## src/rtl/wb_j1_pkg.sv

```systemverilog
// Shared types and defaults for the J1-to-Wishbone wait-state bridge.
package wb_j1_pkg;

   localparam int DEF_AW = 16;
   localparam int DEF_DW = 16;

   // Bridge sequencing states: idle, data access, fetch access, response to core
   typedef enum logic [1:0] {
      IDLE = 2'd0,
      DBUS = 2'd1,
      IBUS = 2'd2,
      RESP = 2'd3
   } state_t;

endpackage

```

## src/rtl/wb_j1_watchdog.sv

```systemverilog
// Wait-state watchdog: counts unterminated bus cycles and flags expiry once the
// access has spent TIMEOUT cycles waiting. Only instantiated when
// WB_J1_TIMEOUT_EN is defined.
module wb_j1_watchdog #(
   parameter int TIMEOUT = 255
) (
   input  logic clk,
   input  logic reset,
   input  logic clr,
   input  logic en,
   output logic expired
);

   logic [15:0] cnt;

   // Count waiting cycles; cleared whenever no access is on the bus
   always_ff @(posedge clk) begin
      if (reset || clr) begin
         cnt <= '0;
      end else if (en) begin
         cnt <= cnt + 16'd1;
      end
   end

   // The cycle in which the count reaches TIMEOUT-1 is the last waiting cycle
   assign expired = (cnt == 16'(TIMEOUT - 1));

endmodule

```

## src/rtl/wb_j1_bridge_ws.sv

```systemverilog
// J1 ibus/dbus to Wishbone classic bridge with slave wait-state support.
// Simultaneous fetch and data requests are serialised into separate Wishbone
// cycles separated by one idle cycle; the core is stalled until all data of
// the batch is back. Optional macro WB_J1_TIMEOUT_EN adds a wait-state
// watchdog that aborts an access after TIMEOUT unterminated cycles.
module wb_j1_bridge_ws
   import wb_j1_pkg::*;
#(
   parameter int            AW         = DEF_AW,
   parameter int            DW         = DEF_DW,
   parameter int            DBUS_FIRST = 1,
   parameter logic [DW-1:0] ERR_DATA   = '0,
   parameter int            TIMEOUT    = 255
) (
   input  logic            clk,
   input  logic            reset,
   input  logic            ibus_re,
   input  logic [AW-1:0]   ibus_adr,
   output logic [DW-1:0]   ibus_dat,
   input  logic            dbus_re,
   input  logic            dbus_we,
   input  logic [AW-1:0]   dbus_adr,
   input  logic [DW-1:0]   dbus_dat_m,
   output logic [DW-1:0]   dbus_dat_s,
   output logic            j1_stall,
   output logic            bus_error,
   output logic            wb_cyc_o,
   output logic            wb_stb_o,
   output logic            wb_we_o,
   output logic [AW-1:0]   wb_adr_o,
   output logic [DW-1:0]   wb_dat_o,
   output logic [DW/8-1:0] wb_sel_o,
   input  logic [DW-1:0]   wb_dat_i,
   input  logic            wb_ack_i,
   input  logic            wb_err_i
);

   state_t        state, state_nx;
   logic          gap_q, gap_nx;

   logic          pend_i, pend_d;     // accesses of the batch still to be issued
   logic          dwe_q;              // data access is a write
   logic          b_i, b_dr;          // batch contains a fetch / a data read
   logic          err_q;              // some access of the batch failed
   logic [AW-1:0] iadr_q, dadr_q, adr_q;
   logic [DW-1:0] ddat_q, dat_q;
   logic          we_q;
   logic [DW-1:0] hold_i, hold_d;
   logic [DW-1:0] ibus_dat_q, dbus_dat_q;

   logic          req, d_first, active, more;
   logic          term_ok, term_bad, term;
   logic          to_exp;
   logic [DW-1:0] cap;

   assign req     = ibus_re | dbus_re | dbus_we;
   assign d_first = (dbus_re | dbus_we) & ((DBUS_FIRST != 0) | ~ibus_re);

   // An access owns the bus in DBUS/IBUS except during the one-cycle gap
   assign active   = ((state == DBUS) || (state == IBUS)) && !gap_q;
   assign term_ok  = active & wb_ack_i;
   assign term_bad = active & ~wb_ack_i & (wb_err_i | to_exp);
   assign term     = term_ok | term_bad;
   assign cap      = wb_ack_i ? wb_dat_i : ERR_DATA;
   assign more     = (state == DBUS) ? pend_i : pend_d;

`ifdef WB_J1_TIMEOUT_EN
   logic wd_en;

   assign wd_en = active & ~wb_ack_i & ~wb_err_i;

   wb_j1_watchdog #(
      .TIMEOUT (TIMEOUT)
   ) u_watchdog (
      .clk     (clk),
      .reset   (reset),
      .clr     (!active),
      .en      (wd_en),
      .expired (to_exp)
   );
`else
   // No watchdog: TIMEOUT is always positive, so this stays low and the
   // bridge waits indefinitely for ack/err
   assign to_exp = (TIMEOUT < 0);
`endif

   // State register
   always_ff @(posedge clk) begin
      if (reset) begin
         state <= IDLE;
         gap_q <= 1'b0;
      end else begin
         state <= state_nx;
         gap_q <= gap_nx;
      end
   end

   // Next-state and stall decode
   always_comb begin
      state_nx = state;
      gap_nx   = gap_q;
      j1_stall = 1'b0;
      case (state)
         IDLE: begin
            if (req) begin
               j1_stall = 1'b1;
               state_nx = d_first ? DBUS : IBUS;
            end
         end
         DBUS, IBUS: begin
            j1_stall = 1'b1;
            if (gap_q) begin
               gap_nx   = 1'b0;
               state_nx = (state == DBUS) ? IBUS : DBUS;
            end else if (term) begin
               if (more) gap_nx = 1'b1;
               else      state_nx = RESP;
            end
         end
         RESP: begin
            state_nx = IDLE;
         end
         default: begin
            state_nx = IDLE;
            gap_nx   = 1'b0;
         end
      endcase
   end

   // Batch capture, Wishbone address/data registers and returned data
   always_ff @(posedge clk) begin
      if (reset) begin
         pend_i     <= 1'b0;
         pend_d     <= 1'b0;
         dwe_q      <= 1'b0;
         b_i        <= 1'b0;
         b_dr       <= 1'b0;
         err_q      <= 1'b0;
         iadr_q     <= '0;
         dadr_q     <= '0;
         ddat_q     <= '0;
         adr_q      <= '0;
         dat_q      <= '0;
         we_q       <= 1'b0;
         hold_i     <= '0;
         hold_d     <= '0;
         ibus_dat_q <= '0;
         dbus_dat_q <= '0;
      end else begin
         case (state)
            IDLE: begin
               if (req) begin
                  pend_i <= ibus_re;
                  pend_d <= dbus_re | dbus_we;
                  dwe_q  <= dbus_we;
                  b_i    <= ibus_re;
                  b_dr   <= dbus_re & ~dbus_we;
                  err_q  <= 1'b0;
                  iadr_q <= ibus_adr;
                  dadr_q <= dbus_adr;
                  ddat_q <= dbus_dat_m;
                  adr_q  <= d_first ? dbus_adr : ibus_adr;
                  we_q   <= d_first & dbus_we;
                  dat_q  <= d_first ? dbus_dat_m : '0;
               end
            end
            DBUS, IBUS: begin
               if (gap_q) begin
                  // Load the second access of the batch
                  if (state == DBUS) begin
                     adr_q <= iadr_q;
                     we_q  <= 1'b0;
                     dat_q <= '0;
                  end else begin
                     adr_q <= dadr_q;
                     we_q  <= dwe_q;
                     dat_q <= ddat_q;
                  end
               end else if (term) begin
                  if (term_bad) err_q <= 1'b1;
                  if (state == DBUS) begin
                     pend_d <= 1'b0;
                     hold_d <= cap;
                  end else begin
                     pend_i <= 1'b0;
                     hold_i <= cap;
                  end
                  // Last access: publish the batch results for the RESP cycle
                  if (!more) begin
                     if (b_i)  ibus_dat_q <= (state == IBUS) ? cap : hold_i;
                     if (b_dr) dbus_dat_q <= (state == DBUS) ? cap : hold_d;
                  end
               end
            end
            default: ;
         endcase
      end
   end

   assign wb_cyc_o   = active;
   assign wb_stb_o   = active;
   assign wb_we_o    = active & we_q;
   assign wb_adr_o   = adr_q;
   assign wb_dat_o   = dat_q;
   assign wb_sel_o   = '1;
   assign ibus_dat   = ibus_dat_q;
   assign dbus_dat_s = dbus_dat_q;
   assign bus_error  = (state == RESP) & err_q;

endmodule

```

## config.mk

```make
export PLATFORM = sky130hd
export DESIGN_NAME = wb_j1_bridge_ws
export DESIGN_NICKNAME = d
export VERILOG_FILES = /design/src/rtl/wb_j1_pkg.sv /design/src/rtl/wb_j1_watchdog.sv /design/src/rtl/wb_j1_bridge_ws.sv
export SDC_FILE = /design/constraint.sdc
export NUM_CORES = 1
export LEC_CHECK = 0
export BUFFER_PORTS_ARGS = -buffer_cell sky130_fd_sc_hd__buf_4
export CORE_MARGIN = 2
export CORE_UTILIZATION = 30
export CTS_CLUSTER_SIZE = 40
export DETAILED_ROUTE_END_ITERATION = 10
export HOLD_SLACK_MARGIN = 0.08
export PLACE_DENSITY = 0.48
export RECOVER_POWER = 100
export SETUP_SLACK_MARGIN = 0.1
export SLEW_MARGIN = 0
export SYNTH_ARGS = -nofsm -noshare
export SYNTH_HDL_FRONTEND = slang
export SYNTH_SLANG_ARGS = --single-unit
```

## constraint.sdc

```tcl
create_clock -name clk -period 2.8 [get_ports clk]
set_clock_uncertainty 0.05 [all_clocks]
set_input_delay 0.56 -clock clk [delete_from_list [all_inputs] [get_ports clk]]
set_output_delay 0.56 -clock clk [all_outputs]
set_load 0.005 [all_outputs]
```

==> results.yml <==
hold_path:
  holdCritStartpoint: "ibus_adr[10]"
  min_path_cells: 3
  worstHoldPathType: "in2reg"
  hold_end: "iadr_q[10]$_SDFFE_PP0P_"
placement:
  place_area_mm2: 0.007986
  dp_hpwl_mm: 11.96
  gp_congestion: 0.7319
  port_buffers: 139
clock_network:
  clk_pin_slew_worst_paths_ns: 0.07
  clkLatencyLatePin_ns: 0.42
  cts_sinks: 154
  clock_path_buffers: 2
  cts_tree: "done"
  htree_levels: 4
  cts_root_buf: "clkbuf_16"
  ctsHoldBuffers: 0
  cts_buffers: 17
drt:
  num_vias: 5512
  wl_mm: 18.02
  drt_iter0_drc: 317
  ant_nets: 0
  drc: 0
  viasPerCell: 4.727
  first_pass_iters: 4
  wl_per_cell_um: 15.46
global_route:
  first_global_vias: 5352
  grt_max_degree: 76
  grt_pass1_wl_mm: 28.99
  gr-total-overflow: 0
  grt_use_total_pct: 15.35
  antenna_found_initial: 0
power:
  power.leakage_nw: 3.232
  p_per_area_mw_per_mm2: 1078
  ir_drop_uv: 430.4
yosys:
  synth-seq-cells: 154
  synth_edf_count: 0
  ys_seq_area_share_pct: 45.82
  ys.flop_type: "dfxtp_1"
  synth_area_mm2: 0.006728
  avgSynthCellArea_um2: 8.876
  async_reset_ff_share_pct: 0
  netlist-cell-type-count: 39
  syn_inst: 758
  ys_warn_count: 0
timing:
  hold_ws_ns: 0.3270
  fin_crit_ns: 2.548
  finalMaxSlewViolations: 0
  fmax_mhz: 392.5
  rsz0062_at_grt: "false"
  relSlewSlack_pct: 26.11
  tns_ns: 0
  fin_crit_sh_pct: 90.99
  hold_viol_final: 0
  worst_pin_slew_ns: 1.108
  finalSetupViolCount: 0
floorplanning:
  die_y_um: 153.8
  dieArea_mm2: 0.02364
  boundaryPins: 142
  rows: 54
  dieWidth_um: 153.8
  core_mm2: 0.02189
  start_util_pct: 30.73
critical_path:
  r2r_start: "state[1]$_SDFFE_PP0P_"
  cp-end-kind: "primary output"
  start_kind: "flop"
  critPathKind: "reg2out"
  reg2reg_depth: 7
  rrSetupSlack_ns: 0.29
  worstReg2RegEnd: "we_q$_SDFFE_PP0P_"
  worstPathMaxFanout: 10
  cp.arrival_ns: 1.94
  worstPathRequired_ns: 2.19
job:
  cap_violations: 0
layout:
  area_growth_pct: 25.59
  stdcell_area_mm2: 0.008449
  nets: 950
  post_route_cells_drive_above_1_share_pct: 23.59
  utilization_pct: 38.60
  n_antenna_cell: 0
outcome:
  status: "finished, final reports clean"
==> cell usage in the layout (no fill, tap or decap), drive strengths merged, types with 2 or more instances in the layout <==
master,Yosys,layout
nand2b,20,20
mux2,18,18
a21oi,54,54
conb,1,2
a22oi,17,17
nor2b,2,2
and2,18,18
mux2i,65,65
a211oi,65,65
clkinv,0,3
o22ai,16,16
nor2,89,89
buf,32,84
clkbuf,33,93
o21ai,23,23
o31a,2,2
clkinvlp,0,4
ha,6,6
inv,9,17
dfxtp,154,154
a211o,2,2
nor4,3,3
nand2,120,120
==> stage by stage <==
step	setup slack (ns)	instances	power, mW
after floorplan	0.6420	759	5.972
after global placement	0.3998	1133	7.114
after detailed placement	0.3177	1133	7.146
after CTS	0.1146	1165	9.378
after global routing	0.07128	1166	9.843
final	0.2522	1166	9.107
==> cell usage after synthesis (all sizes together), types with 16 or more instances <==
master / count / share of area [%]
nand2: 120 / 6.7
o21ai: 23 / 1.7
mux2: 18 / 3.1
nand2b: 20 / 1.9
dfxtp: 154 / 46
buf: 32 / 3.3
a211oi: 65 / 7.3
a22oi: 17 / 1.9
nor2: 89 / 5.0
a21oi: 54 / 4.0
mux2i: 65 / 9.7
and2: 18 / 1.7
o22ai: 16 / 1.5
clkbuf: 33 / 1.8
==> worst max path at each step <==
stage | startpoint | endpoint | slack, ns | depth (start not counted)
3_3_place_gp | state[0]$_SDFFE_PP0P_ | we_q$_SDFFE_PP0P_ | 0.40 | 7
4_1_cts | state[0]$_SDFFE_PP0P_ | wb_we_o | 0.11 | 7
2_1_floorplan | dbus_we | j1_stall | 0.64 | 4
3_5_place_dp | state[0]$_SDFFE_PP0P_ | we_q$_SDFFE_PP0P_ | 0.32 | 7
6_report | state[1]$_SDFFE_PP0P_ | j1_stall | 0.25 | 6
5_1_grt | state[0]$_SDFFE_PP0P_ | wb_dat_o[2]$_SDFFE_PP0P_ | 0.07 | 7
==> worst max-delay path, cell delays in order (launching register included) <==
cell and delay [ns]:
dfxtp_1 0.34, inv_1 0.13, ha_2 0.19, clkbuf_1 0.35, o31ai_4 0.16, a21oi_1 0.18, clkbuf_1 0.16
==> metal layers <==
layer | track usage [%] | wire length [µm]
met4 | 3.539 | 101
met1 | 20.75 | 8670
met2 | 24.38 | 8377
met5 | 0 | 0
met3 | 4.340 | 874
==> where the power goes <==
group          leakage (nW)  switching (mW)  internal (mW)
registers              1.26           0.295           2.79
clock network         0.267            1.02           1.17
logic                  1.70            2.29           1.55
==> cells by family (layout without fill, tap and decap cells) <==
kind of cell | Yosys count | after routing | share of synthesized area (%)
mux | 83 | 83 | 12.74
compound gates | 185 | 185 | 17.84
flops | 154 | 154 | 45.82
simple gates | 255 | 255 | 16.74
buf+inv | 74 | 201 | 5.691
other cells | 1 | 2 | 0.05574
fa+ha+maj | 6 | 6 | 1.116
==> repair_timing <==
action	in CTS	in global routing
buffers inserted	0	1
gates resized for setup	0	4
endpoints found under the setup margin	0	5
==> registers in the layout, summed over array words and instances (netlist names), 2 cells and up <==
name / flops
ddat_q: 16
iadr_q: 16
wb_adr_o: 16
hold_i: 16
dbus_dat_s: 16
ibus_dat: 16
state: 2
hold_d: 16
dadr_q: 16
wb_dat_o: 16
==> layout make-up <==
| cell class | count | area [µm²] |
|---|---|---|
| inverter | 9 | 37.54 |
| tap | 280 | 350.3 |
| sequential | 154 | 3084 |
| clock inverter | 15 | 131.4 |
| timing repair buffer | 160 | 1175 |
| fill | 2324 | 13440 |
| multi-input combinational | 531 | 3246 |
| clock buffer | 17 | 425.4 |
(Power assumes the default switching activity.)
